$ cat src/rtl/trig_sched_pkg.sv
// ---------------------------------------------------------------------------
// trig_sched_pkg
//   Shared definitions for the trigger command scheduler.
//   - state_e   : FSM state encoding (IDLE / ISSUE / GAP). The fourth code is
//                 unused and recovers to IDLE.
//   - wrap_inc  : modulo-n increment used to advance the round-robin pointer.
// ---------------------------------------------------------------------------
package trig_sched_pkg;

    typedef enum logic [1:0] {
        S_IDLE  = 2'd0,
        S_ISSUE = 2'd1,
        S_GAP   = 2'd2
    } state_e;

    // Increment idx, wrapping from n-1 back to 0.
    function automatic int wrap_inc(input int idx, input int n);
        return (idx >= n - 1) ? 0 : idx + 1;
    endfunction

endpackage

$ cat src/rtl/trig_cmd_scheduler_rr_arbiter.sv
// ---------------------------------------------------------------------------
// rr_arbiter
//   Combinational round-robin selector.
//   Ports:
//     req     in  N    request vector
//     ptr     in  IDW  index that has highest priority this round
//     gnt_id  out IDW  first set request at or above ptr, wrapping to 0
//     gnt_any out 1    at least one request is set
// ---------------------------------------------------------------------------
module rr_arbiter #(
    parameter int N   = 4,
    parameter int IDW = 2
) (
    input  logic [N-1:0]   req,
    input  logic [IDW-1:0] ptr,
    output logic [IDW-1:0] gnt_id,
    output logic           gnt_any
);

    // hi_mask marks positions ptr..N-1. Requests in that window win first;
    // if the window is empty the search wraps and the lowest request wins.
    logic [N-1:0] hi_mask;
    logic [N-1:0] req_hi;
    logic [N-1:0] search;

    genvar gi;
    generate
        for (gi = 0; gi < N; gi++) begin : g_mask
            assign hi_mask[gi] = (IDW'(gi) >= ptr);
        end
    endgenerate

    assign req_hi  = req & hi_mask;
    assign search  = (|req_hi) ? req_hi : req;
    assign gnt_any = |req;

    // Lowest set bit of the selected window; scan from the top so the
    // lowest index is assigned last.
    always_comb begin
        gnt_id = '0;
        for (int k = N - 1; k >= 0; k--) begin
            if (search[k]) begin
                gnt_id = IDW'(k);
            end
        end
    end

endmodule

$ cat src/rtl/trig_cmd_scheduler.sv
// ---------------------------------------------------------------------------
// trig_cmd_scheduler
//   Latches one-cycle trigger pulses as pending requests and hands them one
//   at a time to a shared command consumer over valid/ready, choosing among
//   simultaneous requests round-robin. After each accepted command a quiet
//   gap of GAP cycles is enforced before the next command may issue.
//   Ports:
//     clk        in   1    system clock, rising edge
//     rst        in   1    asynchronous active-low reset
//     btn_trig   in   N    single-cycle trigger pulses, one per requester
//     cmd_ready  in   1    consumer accepts when cmd_valid && cmd_ready
//     cmd_valid  out  1    command presented
//     cmd_id     out  IDW  requester being served
//     overrun    out  N    1-cycle pulse: trigger lost, bit already pending
//     busy       out  1    FSM not idle or any request pending
//   All outputs come straight from flops.
// ---------------------------------------------------------------------------
module trig_cmd_scheduler
    import trig_sched_pkg::*;
#(
    parameter int N   = 4,
    parameter int IDW = 2,
    parameter int GAP = 1000,
    parameter int GW  = 16
) (
    input  logic           clk,
    input  logic           rst,
    input  logic [N-1:0]   btn_trig,
    input  logic           cmd_ready,
    output logic           cmd_valid,
    output logic [IDW-1:0] cmd_id,
    output logic [N-1:0]   overrun,
    output logic           busy
);

    state_e         state_q,     state_d;
    logic [N-1:0]   pending_q,   pending_d;
    logic [N-1:0]   overrun_q,   overrun_d;
    logic           cmd_valid_q, cmd_valid_d;
    logic [IDW-1:0] cmd_id_q,    cmd_id_d;
    logic [IDW-1:0] ptr_q,       ptr_d;
    logic [GW-1:0]  cnt_q,       cnt_d;
    logic           busy_q,      busy_d;

    logic           handshake;
    logic [N-1:0]   clr;
    logic [IDW-1:0] gnt_id;
    logic           gnt_any;

    assign handshake = cmd_valid_q & cmd_ready;

    // One-hot clear for the requester whose command is accepted this cycle.
    genvar gi;
    generate
        for (gi = 0; gi < N; gi++) begin : g_clr
            assign clr[gi] = handshake && (cmd_id_q == IDW'(gi));
        end
    endgenerate

    // A new trigger beats the clear of the same bit, so a pulse landing on
    // the handshake cycle is kept as a fresh request. A trigger on a bit
    // that stays pending is reported as lost.
    assign pending_d = btn_trig | (pending_q & ~clr);
    assign overrun_d = btn_trig & pending_q & ~clr;

    rr_arbiter #(
        .N   (N),
        .IDW (IDW)
    ) u_arb (
        .req     (pending_q),
        .ptr     (ptr_q),
        .gnt_id  (gnt_id),
        .gnt_any (gnt_any)
    );

    always_comb begin
        state_d     = state_q;
        cmd_valid_d = cmd_valid_q;
        cmd_id_d    = cmd_id_q;
        ptr_d       = ptr_q;
        cnt_d       = cnt_q;

        case (state_q)
            S_IDLE: begin
                if (gnt_any) begin
                    cmd_id_d    = gnt_id;
                    cmd_valid_d = 1'b1;
                    state_d     = S_ISSUE;
                end
            end
            S_ISSUE: begin
                // cmd_id is frozen here; only the handshake moves us on.
                if (handshake) begin
                    cmd_valid_d = 1'b0;
                    ptr_d       = IDW'(wrap_inc(int'(cmd_id_q), N));
                    if (GAP == 0) begin
                        state_d = S_IDLE;
                    end else begin
                        state_d = S_GAP;
                        cnt_d   = GW'(GAP - 1);
                    end
                end
            end
            S_GAP: begin
                if (cnt_q == '0) begin
                    state_d = S_IDLE;
                end else begin
                    cnt_d = cnt_q - 1'b1;
                end
            end
            default: begin
                state_d     = S_IDLE;
                cmd_valid_d = 1'b0;
            end
        endcase

        // Registered busy reflects the state and pending set we move into.
        busy_d = (state_d != S_IDLE) || (|pending_d);
    end

    always_ff @(posedge clk or negedge rst) begin
        if (!rst) begin
            state_q     <= S_IDLE;
            pending_q   <= '0;
            overrun_q   <= '0;
            cmd_valid_q <= 1'b0;
            cmd_id_q    <= '0;
            ptr_q       <= '0;
            cnt_q       <= '0;
            busy_q      <= 1'b0;
        end else begin
            state_q     <= state_d;
            pending_q   <= pending_d;
            overrun_q   <= overrun_d;
            cmd_valid_q <= cmd_valid_d;
            cmd_id_q    <= cmd_id_d;
            ptr_q       <= ptr_d;
            cnt_q       <= cnt_d;
            busy_q      <= busy_d;
        end
    end

    assign cmd_valid = cmd_valid_q;
    assign cmd_id    = cmd_id_q;
    assign overrun   = overrun_q;
    assign busy      = busy_q;

endmodule
$ cat config.mk
export PLATFORM = sky130hd
export DESIGN_NAME = trig_cmd_scheduler
export DESIGN_NICKNAME = d
export VERILOG_FILES = /design/src/rtl/trig_sched_pkg.sv /design/src/rtl/trig_cmd_scheduler_rr_arbiter.sv /design/src/rtl/trig_cmd_scheduler.sv
export SDC_FILE = /design/constraint.sdc
export NUM_CORES = 1
export LEC_CHECK = 0
export CAP_MARGIN = 0
export CORE_ASPECT_RATIO = 1.1
export CORE_MARGIN = 10
export CORE_UTILIZATION = 50
export CTS_CLUSTER_DIAMETER = 200
export DETAILED_ROUTE_END_ITERATION = 8
export PLACE_DENSITY = 0.69
export REMOVE_ABC_BUFFERS = 1
export SYNTH_ARGS = -nofsm -noshare
export SYNTH_HDL_FRONTEND = slang
export SYNTH_SLANG_ARGS = --single-unit
$ cat constraint.sdc
create_clock -name clk -period 3.7 [get_ports clk]
set_input_delay 0.74 -clock clk [delete_from_list [all_inputs] [get_ports clk]]
set_output_delay 0.74 -clock clk [all_outputs]
set_load 0.005 [all_outputs]
==> results.txt <==
The post-synthesis average cell area was 10.00 sq um. The ratio of cells with drive above 1 in the final layout came out at 9.836%. After clock tree synthesis, the clock-pin slew on the worst setup and hold paths is 0.11 ns.

The tools report the final worst clock skew as 0.01004 ns. Compared with the post-synthesis result, the final layout area differs by 15.06%. After synthesis, the largest family of logic cells by area is simple AND/OR/NAND/NOR gates. For this run, the leading register cell type out of synthesis is sky130_fd_sc_hd__dfrtp_1. After detailed routing, the total wire length is 3445 um. The number of cells on the worst reg-to-reg path is 4. The number of clock sinks was 32; the internal reg-to-reg setup slack was 1.36 ns.

Multiplexer cells account for 2.471% of the synthesized area. The count of cell types in the netlist was 42. Adder-cell area share of the yosys netlist: 4.633%. For the area of the die, the log shows 5920 sq um. Data on the critical path is required at its endpoint by 3.92 ns. For the number of DRC markers in iteration 0, the log shows 94.

The number of setup violations in the final report was 0. For the CTS buffer count, the log shows 5. Global-route total usage across every layer: 12.92%. The peak ir drop on the vdd network came out at 0.0002743 V. The critical-path maximum fanout came out at 7. For this configuration, the core starts out at a cell density of 52.71%.

The die outline height was 79.71 um. The global placement routability congestion is 0.8649. The number of setup buffers added after CTS was 0.

The total iterations of the first detailed-routing run was 4. The number of ports placed on the die boundary was 15; the HPWL reported at the end of detailed placement was 2565 um. Timing analysis after detailed placement gives a worst setup slack of 1.300 ns. Clock latency on the worst-skew pair: 0.34 ns.

For this design, the CTS-stage hold fixing added 0 buffers. For the instance count after placement with tap cells included, the log shows 209. In this run the worst hold path is classified as reg2reg. Max-cap violations in this run came to 0.

Of the synthesized area, sequential elements account for 49.42%. The run finished with clean final reports. The fraction of post-synthesis cell area in the top cell type by area is 49.42%. The number of hold-slack violations in the final timing report is 0, and the proportion of synthesized flip-flops having asynchronous set or reset is 100.0%. In this run the remaining antenna-violating nets after routing total 0. The share of the clock period used by the worst path after layout came out at 63.15%.

The synthesized flop and latch total is 32. The tools report the final net count as 195. The cell with the largest stage delay on the worst path was sky130_fd_sc_hd__nor4_1. The wire length of the first global-routing pass came out at 6037 um. The H-tree depth is 2.

The worst max-slew margin expressed relative to the limit is 42.31%. In this run, synthesis inferred 0 flip-flops with an integrated enable. In this run the cell area of the synthesized design comes to 1620 sq um. The final cell count without fillers came out at 217. The via count of the first global-routing pass is 1,373, and the average routed wire per standard cell is 15.88 um.

Data arrives at the worst endpoint at 2.55 ns. The repair_antennas step left the layout with diodes totalling 0. The core region is 3074 sq um. In this run the critical register-to-register path is captured at cnt_q[0]$_DFFE_PN0P_. Simple-gate share of the synthesized area: 23.32%. Summed over all failing endpoints, the final setup total negative slack is 0 ns.

Following the worst setup path forward leads to its endpoint at cnt_q[0]$_DFFE_PN0P_. The achievable clock frequency was 428.0 MHz. The signal on the critical path passes through nor4_1 > nand4_1 > a31oi_1 > mux2i_1. The initialized floorplan defines 21 standard-cell rows. Dividing the detail-routed via count by the number of cells gives 6.074. The tools report the clock root buffer master as sky130_fd_sc_hd__clkbuf_4. The analysis attributes to cell leakage a power of 0.0007776 uW. The final global-route overflow total came out at 0. In this run the power density over the cells is 316.1 nW/um^2. For the pin with the worst max-slew slack, the measured transition is 0.8574 ns.

The XOR/XNOR share of the synthesized area came out at 0%. The worst hold path begins at cnt_q[5]$_DFFE_PN0P_. TritonCTS built the clock tree. The total via count in the routed design came out at 1,318. The stage delay of the slowest cell on the critical path works out to 0.77 ns. In the post-synthesis netlist, the biggest area contributors are sky130_fd_sc_hd__dfrtp_1, sky130_fd_sc_hd__ha_1, sky130_fd_sc_hd__nand2_1. STA classifies the critical path endpoint as a register. The worst setup path is launched from a register. The number of antenna violations at the first check in global routing came out at 0. Final routed DRC violation total: 0. The gate count after technology mapping is 162, and the horizontal die dimension is 74.28 um.

The clock passes through at most 2 buffers. The worst setup path is of the reg2reg kind. The number of cells upsized or downsized after cts was 0; the number of pins exceeding their max-slew limit in the final report was 0. Final worst setup slack: 1.363 ns.

Setup repair after global routing left no endpoint under its margin. The minimum period implied by the final worst setup slack came out at 2.337 ns. The critical path starts at cnt_q[12]$_DFFE_PN0P_. Reg-to-reg critical path startpoint: cnt_q[12]$_DFFE_PN0P_. The synthesized netlist devotes 17.14% of its cell area to compound gates. The synthesized design spends more area on one cell type than any other, namely sky130_fd_sc_hd__dfrtp_1. The Yosys step of the flow raised 0 warnings.

The number of port buffers was 14. Entering global routing, the biggest net connects 33 pins.
-- report_power, final --
group / internal [uW] / switching, uW / leakage (uW) / total, uW
clock: 90.3 / 125 / 0.0000380 / 216
combinational: 11.2 / 10.1 / 0.000385 / 21.3
sequential: 352 / 0.684 / 0.000354 / 352
total: 453 / 136 / 0.000778 / 589
-- cell families after synthesis --
kind of cell / Yosys count
flip-flops: 32
adder cells (fa/ha/maj): 6
multiplexers: 4
AO/OA/AOI/OAI: 42
buffers and inverters: 13
AND/OR/NAND/NOR: 65
-- synth_stat cells, types with 3 or more instances --
library cell	number
sky130_fd_sc_hd__dfrtp_1	32
sky130_fd_sc_hd__nand2_1	13
sky130_fd_sc_hd__inv_1	11
sky130_fd_sc_hd__a21oi_1	9
sky130_fd_sc_hd__nor2_1	8
sky130_fd_sc_hd__nand3_1	7
sky130_fd_sc_hd__ha_1	6
sky130_fd_sc_hd__nor3_1	6
sky130_fd_sc_hd__o21ai_0	6
sky130_fd_sc_hd__a21o_1	5
sky130_fd_sc_hd__a31oi_1	5
sky130_fd_sc_hd__and3_1	5
sky130_fd_sc_hd__mux2i_1	4
sky130_fd_sc_hd__nor4_1	4
sky130_fd_sc_hd__o22ai_1	3
-- critical path, delay by kind of cell, from the launching register on --
family | cells | cell delay, ns
simple gates | 2 | 1.26
mux | 1 | 0.12
compound gates | 1 | 0.38
flops | 1 | 0.45
-- cell type report --
type,count,area (sq um)
clock buffer,6,51.30
clock inverter,2,10.01
fill,275,1210
inverter,11,41.29
multi-input combinational,117,770.7
sequential,32,800.8
tap,34,42.54
timing repair buffer,15,147.6
-- layout by cell type, fill, tap and decap left out, types with 2 or more instances in the layout --
cell type | Yosys | layout
sky130_fd_sc_hd__nand4b_1 | 2 | 2
sky130_fd_sc_hd__o21ai_0 | 6 | 6
sky130_fd_sc_hd__a31o_2 | 2 | 2
sky130_fd_sc_hd__nor2b_1 | 2 | 2
sky130_fd_sc_hd__nor4_1 | 4 | 4
sky130_fd_sc_hd__inv_1 | 11 | 11
sky130_fd_sc_hd__a211oi_1 | 2 | 2
sky130_fd_sc_hd__nand3_1 | 7 | 7
sky130_fd_sc_hd__o22ai_1 | 3 | 3
sky130_fd_sc_hd__a21oi_1 | 9 | 9
sky130_fd_sc_hd__clkinv_2 | 0 | 2
sky130_fd_sc_hd__or2_2 | 2 | 2
sky130_fd_sc_hd__nand4_1 | 2 | 2
sky130_fd_sc_hd__ha_1 | 6 | 6
sky130_fd_sc_hd__nand2_1 | 13 | 13
sky130_fd_sc_hd__o41ai_1 | 2 | 2
sky130_fd_sc_hd__clkbuf_4 | 0 | 5
sky130_fd_sc_hd__a31oi_1 | 5 | 5
sky130_fd_sc_hd__dfrtp_1 | 32 | 32
sky130_fd_sc_hd__mux2i_1 | 4 | 4
sky130_fd_sc_hd__a21o_1 | 5 | 5
sky130_fd_sc_hd__o31ai_1 | 2 | 2
sky130_fd_sc_hd__clkdlybuf4s50_1 | 0 | 14
sky130_fd_sc_hd__and4_1 | 2 | 2
sky130_fd_sc_hd__nor3_1 | 6 | 6
sky130_fd_sc_hd__or3_1 | 2 | 2
sky130_fd_sc_hd__and3_1 | 5 | 5
sky130_fd_sc_hd__nor2_1 | 8 | 8
-- worst min path at each step --
stage,to,slack (ns),cells after the start
after global placement,cnt_q[5]$_DFFE_PN0P_,0.50,1
after floorplan,busy$_DFF_PN0_,0.44,0
after detailed placement,cnt_q[5]$_DFFE_PN0P_,0.51,1
after CTS,cnt_q[5]$_DFFE_PN0P_,0.53,1
after global routing,cnt_q[5]$_DFFE_PN0P_,0.56,1
final,cnt_q[5]$_DFFE_PN0P_,0.53,1
-- metrics by stage --
| step | total power (uW) | hold WS, ns | instance area (sq um) | utilization (%) |
|---|---|---|---|---|
| final | 589.3 | 0.5347 | 1864 | 60.64 |
| after global routing | 607.6 | 0.5580 | 1864 | 60.64 |
| after CTS | 592.7 | 0.5300 | 1864 | 60.64 |
| after detailed placement | 381.5 | 0.5097 | 1803 | 58.65 |
| after global placement | 381.1 | 0.5004 | 1803 | 58.65 |
| after floorplan | 361.2 | 0.4444 | 1613 | - |
-- state kept, by name, indices dropped and copies added, names as in the netlist --
register	cells
busy	1
ptr_q	2
cmd_valid	1
overrun	4
cnt_q	16
cmd_id	2
state_q	2
pending_q	4
-- routing by layer --
layer / share of wire, % / global-route usage, % / up-vias
li1: - / - / 644
met1: 41 / 13.35 / 628
met2: 51 / 22.61 / 38
met3: 5.3 / 4.229 / 8
met4: 2.2 / 6.410 / 0
met5: 0 / 0 / -
Power figures use the tool's default switching activity.
